**config.mk**
```make
export PLATFORM = sky130hd
export DESIGN_NAME = reg_wb_arbiter
export DESIGN_NICKNAME = d
export VERILOG_FILES = /design/src/rtl/reg_wb_arbiter_pkg.sv /design/src/rtl/reg_wb_arbiter_fifo.sv /design/src/rtl/reg_wb_arbiter.sv
export SDC_FILE = /design/constraint.sdc
export NUM_CORES = 1
export LEC_CHECK = 0
export ABC_AREA = 1
export BUFFER_PORTS_ARGS = -buffer_cell sky130_fd_sc_hd__buf_2
export CELL_PAD_IN_SITES_DETAIL_PLACEMENT = 1
export CELL_PAD_IN_SITES_GLOBAL_PLACEMENT = 1
export CORE_ASPECT_RATIO = 1.25
export CORE_MARGIN = 3
export CORE_UTILIZATION = 40
export CTS_BUF_LIST = sky130_fd_sc_hd__clkbuf_8
export CTS_CLUSTER_DIAMETER = 100
export DETAILED_ROUTE_END_ITERATION = 12
export PLACE_DENSITY = 0.82
export SLEW_MARGIN = 25
export SYNTH_ARGS = -nofsm -noshare
export SYNTH_HDL_FRONTEND = slang
export SYNTH_SLANG_ARGS = --single-unit
```
**constraint.sdc**
```tcl
create_clock -name clk -period 6.65 [get_ports clk]
set_input_delay 0.665 -clock clk [delete_from_list [all_inputs] [get_ports clk]]
set_output_delay 0.665 -clock clk [all_outputs]
set_load 0.02 [all_outputs]
```
**src/rtl/reg_wb_arbiter_pkg.sv**
```systemverilog
// Shared widths and the buffered writeback request type for the register-file write arbiter.
package reg_wb_arbiter_pkg;

    localparam int unsigned REG_ADDR_W = 5;
    localparam int unsigned REG_DATA_W = 32;
    localparam logic [REG_ADDR_W-1:0] REG_ZERO = '0;

    typedef struct packed {
        logic [REG_ADDR_W-1:0] addr;
        logic [REG_DATA_W-1:0] data;
    } wb_req_t;

endpackage

```
**src/rtl/reg_wb_arbiter_fifo.sv**
```systemverilog
// Small synchronous FIFO of writeback requests; exposes per-entry addresses so the
// top can compare every queued destination against the decode read addresses.
module wb_fifo
    import reg_wb_arbiter_pkg::*;
#(
    parameter int unsigned DEPTH = 2,
    localparam int unsigned PTR_W = $clog2(DEPTH),
    localparam int unsigned CNT_W = $clog2(DEPTH + 1)
) (
    input  logic                                  clk,
    input  logic                                  reset,
    input  logic                                  push,
    input  wb_req_t                               push_req,
    input  logic                                  pop,
    output wb_req_t                               head,
    output logic [CNT_W-1:0]                      count,
    output logic                                  full,
    output logic                                  empty,
    output logic [DEPTH-1:0][REG_ADDR_W-1:0]      entry_addr,
    output logic [DEPTH-1:0]                      entry_valid
);

    wb_req_t          mem_q [DEPTH];
    logic [PTR_W-1:0] rd_ptr_q, rd_ptr_d;
    logic [PTR_W-1:0] wr_ptr_q, wr_ptr_d;
    logic [CNT_W-1:0] count_q, count_d;
    logic [PTR_W-1:0] off;

    always_comb begin
        rd_ptr_d = rd_ptr_q;
        wr_ptr_d = wr_ptr_q;
        count_d  = count_q;
        if (push) wr_ptr_d = wr_ptr_q + 1'b1;
        if (pop)  rd_ptr_d = rd_ptr_q + 1'b1;
        if (push && !pop)      count_d = count_q + 1'b1;
        else if (!push && pop) count_d = count_q - 1'b1;
    end

    always_ff @(posedge clk) begin
        if (reset) begin
            rd_ptr_q <= '0;
            wr_ptr_q <= '0;
            count_q  <= '0;
        end else begin
            rd_ptr_q <= rd_ptr_d;
            wr_ptr_q <= wr_ptr_d;
            count_q  <= count_d;
        end
    end

    always_ff @(posedge clk) begin
        if (push) mem_q[wr_ptr_q] <= push_req;
    end

    // An entry is live when its distance from the read pointer (mod DEPTH) is below count.
    always_comb begin
        off = '0;
        for (int i = 0; i < DEPTH; i++) begin
            off            = PTR_W'(i) - rd_ptr_q;
            entry_addr[i]  = mem_q[i].addr;
            entry_valid[i] = CNT_W'(off) < count_q;
        end
    end

    assign head  = mem_q[rd_ptr_q];
    assign count = count_q;
    assign full  = (count_q == CNT_W'(DEPTH));
    assign empty = (count_q == '0);

endmodule

```
**src/rtl/reg_wb_arbiter.sv**
```systemverilog
// Register-file write-port arbiter: pipeline writeback has priority, long-latency results
// are queued and drained into idle slots, with starvation stall and RAW hazard reporting.
module reg_wb_arbiter
    import reg_wb_arbiter_pkg::*;
#(
    parameter int unsigned DEPTH      = 2,
    parameter int unsigned STARVE_MAX = 4
) (
    input  logic                  clk,
    input  logic                  reset,
    input  logic                  pipe_regWrite,
    input  logic [REG_ADDR_W-1:0] pipe_wrAddr,
    input  logic [REG_DATA_W-1:0] pipe_wrData,
    input  logic                  lng_valid,
    input  logic [REG_ADDR_W-1:0] lng_addr,
    input  logic [REG_DATA_W-1:0] lng_data,
    output logic                  lng_ready,
    input  logic [REG_ADDR_W-1:0] rdAddr1,
    input  logic [REG_ADDR_W-1:0] rdAddr2,
    output logic                  hazard1,
    output logic                  hazard2,
    output logic                  stall_req,
    output logic                  regWrite,
    output logic [REG_ADDR_W-1:0] wrAddr,
    output logic [REG_DATA_W-1:0] wrData
);

    localparam int unsigned CNT_W = $clog2(DEPTH + 1);
    localparam int unsigned AGE_W = $clog2(STARVE_MAX + 1);
    localparam logic [AGE_W-1:0] AGE_MAX = AGE_W'(STARVE_MAX);

    wb_req_t                          fifo_head;
    logic [CNT_W-1:0]                 fifo_count;
    logic                             fifo_full, fifo_empty, fifo_push, fifo_pop;
    logic [DEPTH-1:0][REG_ADDR_W-1:0] entry_addr;
    logic [DEPTH-1:0]                 entry_valid;
    logic                             pipe_valid, grant_pipe;

    logic                  reg_write_q, reg_write_d;
    logic [REG_ADDR_W-1:0] wr_addr_q, wr_addr_d;
    logic [REG_DATA_W-1:0] wr_data_q, wr_data_d;
    logic [AGE_W-1:0]      age_q, age_d;
    logic                  stall_req_q, stall_req_d;

    assign pipe_valid = pipe_regWrite && (pipe_wrAddr != REG_ZERO);
    assign lng_ready  = !reset && (fifo_count < CNT_W'(DEPTH));
    // Writes to r0 complete the handshake but are never stored.
    assign fifo_push  = lng_valid && lng_ready && (lng_addr != REG_ZERO);
    assign fifo_pop   = !fifo_empty && (stall_req_q || !pipe_valid);
    assign grant_pipe = pipe_valid && !fifo_pop;

    wb_fifo #(
        .DEPTH(DEPTH)
    ) u_fifo (
        .clk        (clk),
        .reset      (reset),
        .push       (fifo_push),
        .push_req   ('{addr: lng_addr, data: lng_data}),
        .pop        (fifo_pop),
        .head       (fifo_head),
        .count      (fifo_count),
        .full       (fifo_full),
        .empty      (fifo_empty),
        .entry_addr (entry_addr),
        .entry_valid(entry_valid)
    );

    always_comb begin
        reg_write_d = fifo_pop || grant_pipe;
        wr_addr_d   = wr_addr_q;
        wr_data_d   = wr_data_q;
        if (fifo_pop) begin
            wr_addr_d = fifo_head.addr;
            wr_data_d = fifo_head.data;
        end else if (grant_pipe) begin
            wr_addr_d = pipe_wrAddr;
            wr_data_d = pipe_wrData;
        end

        if (fifo_empty || fifo_pop) age_d = '0;
        else if (age_q != AGE_MAX)  age_d = age_q + 1'b1;
        else                        age_d = age_q;
        stall_req_d = (age_d == AGE_MAX);
    end

    always_ff @(posedge clk) begin
        if (reset) begin
            reg_write_q <= 1'b0;
            wr_addr_q   <= '0;
            wr_data_q   <= '0;
            age_q       <= '0;
            stall_req_q <= 1'b0;
        end else begin
            reg_write_q <= reg_write_d;
            wr_addr_q   <= wr_addr_d;
            wr_data_q   <= wr_data_d;
            age_q       <= age_d;
            stall_req_q <= stall_req_d;
        end
    end

    // Output stage counts as pending: the register file commits it only at the next edge.
    always_comb begin
        hazard1 = reg_write_q && (wr_addr_q == rdAddr1);
        hazard2 = reg_write_q && (wr_addr_q == rdAddr2);
        for (int i = 0; i < DEPTH; i++) begin
            if (entry_valid[i] && (entry_addr[i] == rdAddr1)) hazard1 = 1'b1;
            if (entry_valid[i] && (entry_addr[i] == rdAddr2)) hazard2 = 1'b1;
        end
        if (rdAddr1 == REG_ZERO) hazard1 = 1'b0;
        if (rdAddr2 == REG_ZERO) hazard2 = 1'b0;
    end

    assign regWrite  = reg_write_q;
    assign wrAddr    = wr_addr_q;
    assign wrData    = wr_data_q;
    assign stall_req = stall_req_q;

    pipe_write_during_stall: assert property (@(posedge clk) disable iff (reset)
        !(stall_req_q && pipe_valid))
        else $error("pipeline write requested while stall_req is high");

    no_push_when_full: assert property (@(posedge clk) disable iff (reset)
        !(fifo_push && fifo_full))
        else $error("long-latency push into a full queue");

endmodule

```
======== After elaboration in Yosys (flattened, before gate mapping) ========
Memory sizes are Yosys's and may differ from the RTL's. A register that Yosys moved wholly into a read port is not among the register bits.
Index checks and enable logic that the tools add are counted.
cells by class
  reduce and logical (&&, ||, !) cells .... 29
  add/sub/neg operators ................... 7
  eq/ne operators ......................... 8
  mux-type cells .......................... 18
  magnitude comparators ................... 3
operators by type and width
  operator                                                             count
  32-bit two-way mux                                                   2
  5-bit equality test                                                  6
  1-bit logical AND                                                    14
  5-bit logical NOT                                                    2
  1-bit two-way mux                                                    10
  5-bit two-way mux                                                    2
  5-bit nonzero test                                                   2
  3-bit two-way mux                                                    2
  1-bit logical NOT                                                    5
  1-bit by 2-bit < comparator with 1-bit output                        2
  2-bit two-way mux                                                    2
  2-bit nonzero test                                                   2
  3-bit by 1-bit adder with 3-bit output (second input constant)       1
  3-bit equality test (second input constant)                          1
  1-bit logical OR                                                     3
  3-bit != test (second input constant)                                1
  1-bit adder (second input constant)                                  2
  2-bit by 1-bit adder with 2-bit output (second input constant)       1
  2-bit logical NOT                                                    1
  2-bit < comparator (second input constant)                           1
  1-bit subtractor (first input constant)                              2
  2-bit by 1-bit subtractor with 2-bit output (second input constant)  1
word-level totals
  RAM bits ................................ 74
  memories ................................ 1
  register bits ........................... 46
  logic and storage cells ................. 74
memories
  name          words  width  read ports  clocked after memory_dff  write ports  line                       source
  u_fifo.mem_q  2      37     3           1                         1            reg_wb_arbiter_fifo.sv:23  wb_req_t mem_q [DEPTH];

======== Depth between registers and ports, before layout ========
  depth in word-level cells ............... 9
  depth in mapped cells ................... 10
  depth with buffers taken out ............ 9

======== Modules after synthesis ========
From an unflattened synthesis, not the netlist that was laid out.
unflattened totals
  cells, all modules ...................... 655
  area, all modules ....................... 5881.9 µm²
by module, submodules not included
  module          cells an instance  area each (µm²)  times used
  wb_fifo         161                3136.8           1
  reg_wb_arbiter  494                2745.1           1

======== Worst setup path before layout ========
Ideal clock, no wire load.
  kind .................................... in2reg
  start point ............................. in reset
  end point ............................... mem u_fifo.mem_q[1][0] (netlist name) (enable)
  path buffers ............................ 1
  path slack .............................. 3.284 ns
  required time ........................... 6.217 ns
  library setup time ...................... 0.433 ns
  arrival time ............................ 2.933 ns
  cell stages on the path ................. 4
  path through ............................ buf_2 > nor2_1 > nand3_1 > nor2_1
between the ends
  cells in the longest elaborated chain, start to end .. 6
RTL lines
  item                                     line                       source
  start: declaration                       reg_wb_arbiter.sv:10       input logic reset,
  1-bit logical NOT                        reg_wb_arbiter.sv:46       assign lng_ready = !reset && (fifo_count < CNT_W'(DEPTH));
  1-bit logical AND                        reg_wb_arbiter.sv:46
  via lng_ready                            reg_wb_arbiter.sv:17       output logic lng_ready,
  1-bit logical AND (2 in series)          reg_wb_arbiter.sv:48       assign fifo_push = lng_valid && lng_ready && (lng_addr != REG_ZERO);
  1-bit two-way mux                        reg_wb_arbiter_fifo.sv:52  if (push) mem_q[wr_ptr_q] <= push_req;
  1-bit two-way mux (implied by the code)  reg_wb_arbiter_fifo.sv:52
  end: declaration                         reg_wb_arbiter_fifo.sv:23
The timed path passes the listed nets, and every way through them passes these cells.

======== Worst setup path in the final report ========
  start point ............................. reg u_fifo.count_q[1], in the netlist u_fifo.count[1]
  end point ............................... reg u_fifo.count_q[1], in the netlist u_fifo.count[1]
between the ends
  cells in the longest elaborated chain, start to end .. 7
RTL lines
  item                             line                       source
  start: declaration               reg_wb_arbiter_fifo.sv:26  logic [CNT_W-1:0] count_q, count_d;
  start signal: assignment         reg_wb_arbiter_fifo.sv:47  count_q <= count_d;
  2-bit < comparator               reg_wb_arbiter.sv:46
  1-bit logical AND                reg_wb_arbiter.sv:46
  1-bit logical AND (2 in series)  reg_wb_arbiter.sv:48
  1-bit logical NOT                reg_wb_arbiter_fifo.sv:36  else if (!push && pop) count_d = count_q - 1'b1;
  1-bit logical AND                reg_wb_arbiter_fifo.sv:36
  2-bit nonzero test (no line)     -
Parallel ways exist; a longest one is shown, timed or not. The select of a mux whose other input is x is not followed.
A chain may end at the register's enable or synchronous reset.

==> results.toml <==
[sta]
setup_viol = 0
rsz0062_at_grt = "no"
clock_skew_ns = 0.00743
tightest_slew_ns = 1.05
setup_ws_ns = 3.28
max_freq_mhz = 296
whs_ns = 0.424
finalCritPeriodShare_pct = 50.7
hold_viol = 0
slew_headroom_pct = 29.6
fin_setup_tns_ns = 0
drv_slew = 0
finalWorstPathRequiredPeriod_ns = 3.37

[routing]
ant_nets = 0
viasPerCell = 5.24
routedWlPerCell_um = 17.9
via_count = 4725
routed_wl_um = 16100
drc = 0
drtIter0Drc = 311
drt_pass1_iterations = 5

[critical_path]
worstPathRequired_ns = 6.97
cp_max_fo = 40
crit_path_end_kind = "register"
startpoint_type = "register"
crit_arrival_ns = 3.69
worst-setup-path-type = "register to register"

[synthesis]
synth_edf_count = 74
synthFlopType = "edfxtp_1"
synth.distinct_cells = 24
netlist_area_mm2 = 0.00559
syn_inst = 596
synth_area_leader_cell = "edfxtp_1"
syn_avg_cell_area_um2 = 9.37
synth_fp_nets = 687
synth_top_cell_area_share_pct = 39.8
netlist_top_cells_area = "edfxtp_1, dfxtp_1, nand2_1, nand3_1, mux2i_1"
ys_warn_count = 0
ys_async_sr_fraction_pct = 0
synth_seq_cells = 121
ys_seq_area_share_pct = 56.6

[floorplanning]
die_h_um = 138
coreArea_mm2 = 0.0135
die_area_mm2 = 0.0154
rows = 47
die_x_um = 112
top_level_ports = 130
start_util_pct = 41.5

[global_routing]
antenna_found_initial = 1
grt_usage_pct = 20.8
grt_pass1_vias = 5004
grt_pass1_wl_um = 25500
grt_max_degree = 44
grt-ovfl-total = 0

[layout]
layout_commonest_cell = "nand2_1"
utilization_pct = 50.3
drive_above_1_share_pct = 23.2
fin_nets = 807
final_cell_mix = "nand2_1, buf_2, nand3_1"
fin_cells = 901
final_cell_area_mm2 = 0.00678
syn_to_final_growth_pct = 21.3

[power_and_ir_drop]
p_leak_nw = 3.12
finalPower_mw = 2.44
power_density_mw_per_mm2 = 359
vdd_ir_drop_max_mv = 0.174

[clock_network]
clk_path_buf_depth = 2
clk_pin_slew_worst_paths_ns = 0.07
clock_latency_ns = 0.43
post_cts_buffers = 0
cts_sinks = 121
clockRootBuffer = "clkbuf_8"
numCtsBuffers = 17
tritoncts = "built"
cts_max_level = 4
cts_resized = 0
cts_hold_buf = 0

[placed_design]
port_buffers = 129
dp.cells = 868
dpl.hpwl_um = 11400
place_congestion = 0.853
placed_area_mm2 = 0.00634
pre_cts_ws_ns = 3.34

[min_path]
hold_class = "input pin to register"

[outcome]
outcome = "finished, final reports clean"

[run]
cap_violations = 0
==> worst paths after layout <==
| path | start | to | slack [ns] | cells past startpoint |
|---|---|---|---|---|
| worst min register to register | wrData[29]$_SDFFE_PP0P_ | wrData[29]$_SDFFE_PP0P_ | 0.48 | 2 |
| worst max register to register | u_fifo.count[1]$_SDFFE_PP0P_ | u_fifo.count[1]$_SDFFE_PP0P_ | 3.28 | 9 |
| worst max-delay path | u_fifo.count[1]$_SDFFE_PP0P_ | u_fifo.count[1]$_SDFFE_PP0P_ | 3.28 | 9 |
| worst min-delay path | lng_data[2] | u_fifo.mem_q[1][2]$_DFFE_PP_ | 0.42 | 1 |
==> routing by layer <==
| metal | global-route usage [%] | routed length, um | vias up |
|---|---|---|---|
| met2 | 38.6 | 8740 | 148 |
| met5 | 0 | 0 | - |
| met4 | 8.65 | 447 | 0 |
| li1 | - | - | 2263 |
| met3 | 4.59 | 641 | 35 |
| met1 | 22.7 | 6310 | 2279 |
==> synth_stat cells, types with 2 or more instances <==
cell,n
a21oi_1,7
buf_2,13
buf_4,8
buf_6,6
clkbuf_1,6
dfxtp_1,47
edfxtp_1,74
ha_1,3
inv_1,70
mux2i_1,31
nand2_1,133
nand3_1,86
nand3_2,2
nand3b_1,2
nand4_1,36
nor2_1,33
nor3_1,2
o21ai_0,23
xor2_1,9
==> sequential cells by signal (all words and copies together), names as in the netlist, named ones only <==
name             flops
u_fifo.mem_q        74
wrData              32
age_q                3
stall_req            1
u_fifo.rd_ptr_q      1
u_fifo.wr_ptr_q      1
wrAddr               5
u_fifo.count         2
regWrite             1
==> final cells by class <==
cell class | count | area, um^2
clock buffer | 18 | 248
antenna | 1 | 2.50
clock inverter | 14 | 188
multi-input combinational | 371 | 1960
inverter | 71 | 267
sequential | 121 | 3170
tap | 171 | 214
timing repair buffer | 134 | 736
fill | 1606 | 6690
==> critical path, cell delays in order (launching register included) <==
cell and delay, ns:
dfxtp_1 0.38, nor2_4 0.84, inv_2 0.59, nand2_1 0.19, buf_4 0.41, ha_1 0.33
a21oi_1 0.12, o21ai_0 0.13, xor2_1 0.18, nor2_1 0.06
==> logic make-up (layout without fill, tap and decap cells) <==
group	after synthesis	after routing	share of synthesized area [%]
AO/OA/AOI/OAI	32	32	3.11
XOR/XNOR	9	9	1.41
adder cells (fa/ha/maj)	3	3	0.672
buffers and inverters	104	237	8.62
flip-flops	121	121	56.6
multiplexers	31	31	5.55
other	0	1	0
AND/OR/NAND/NOR	296	296	24.0
==> report_power, final <==
group / switching (mW) / internal (mW) / total, mW
sequential: 0.114 / 0.921 / 1.04
combinational: 0.454 / 0.220 / 0.674
clock: 0.281 / 0.446 / 0.727
Note: power is estimated with default switching activity, not from simulation.
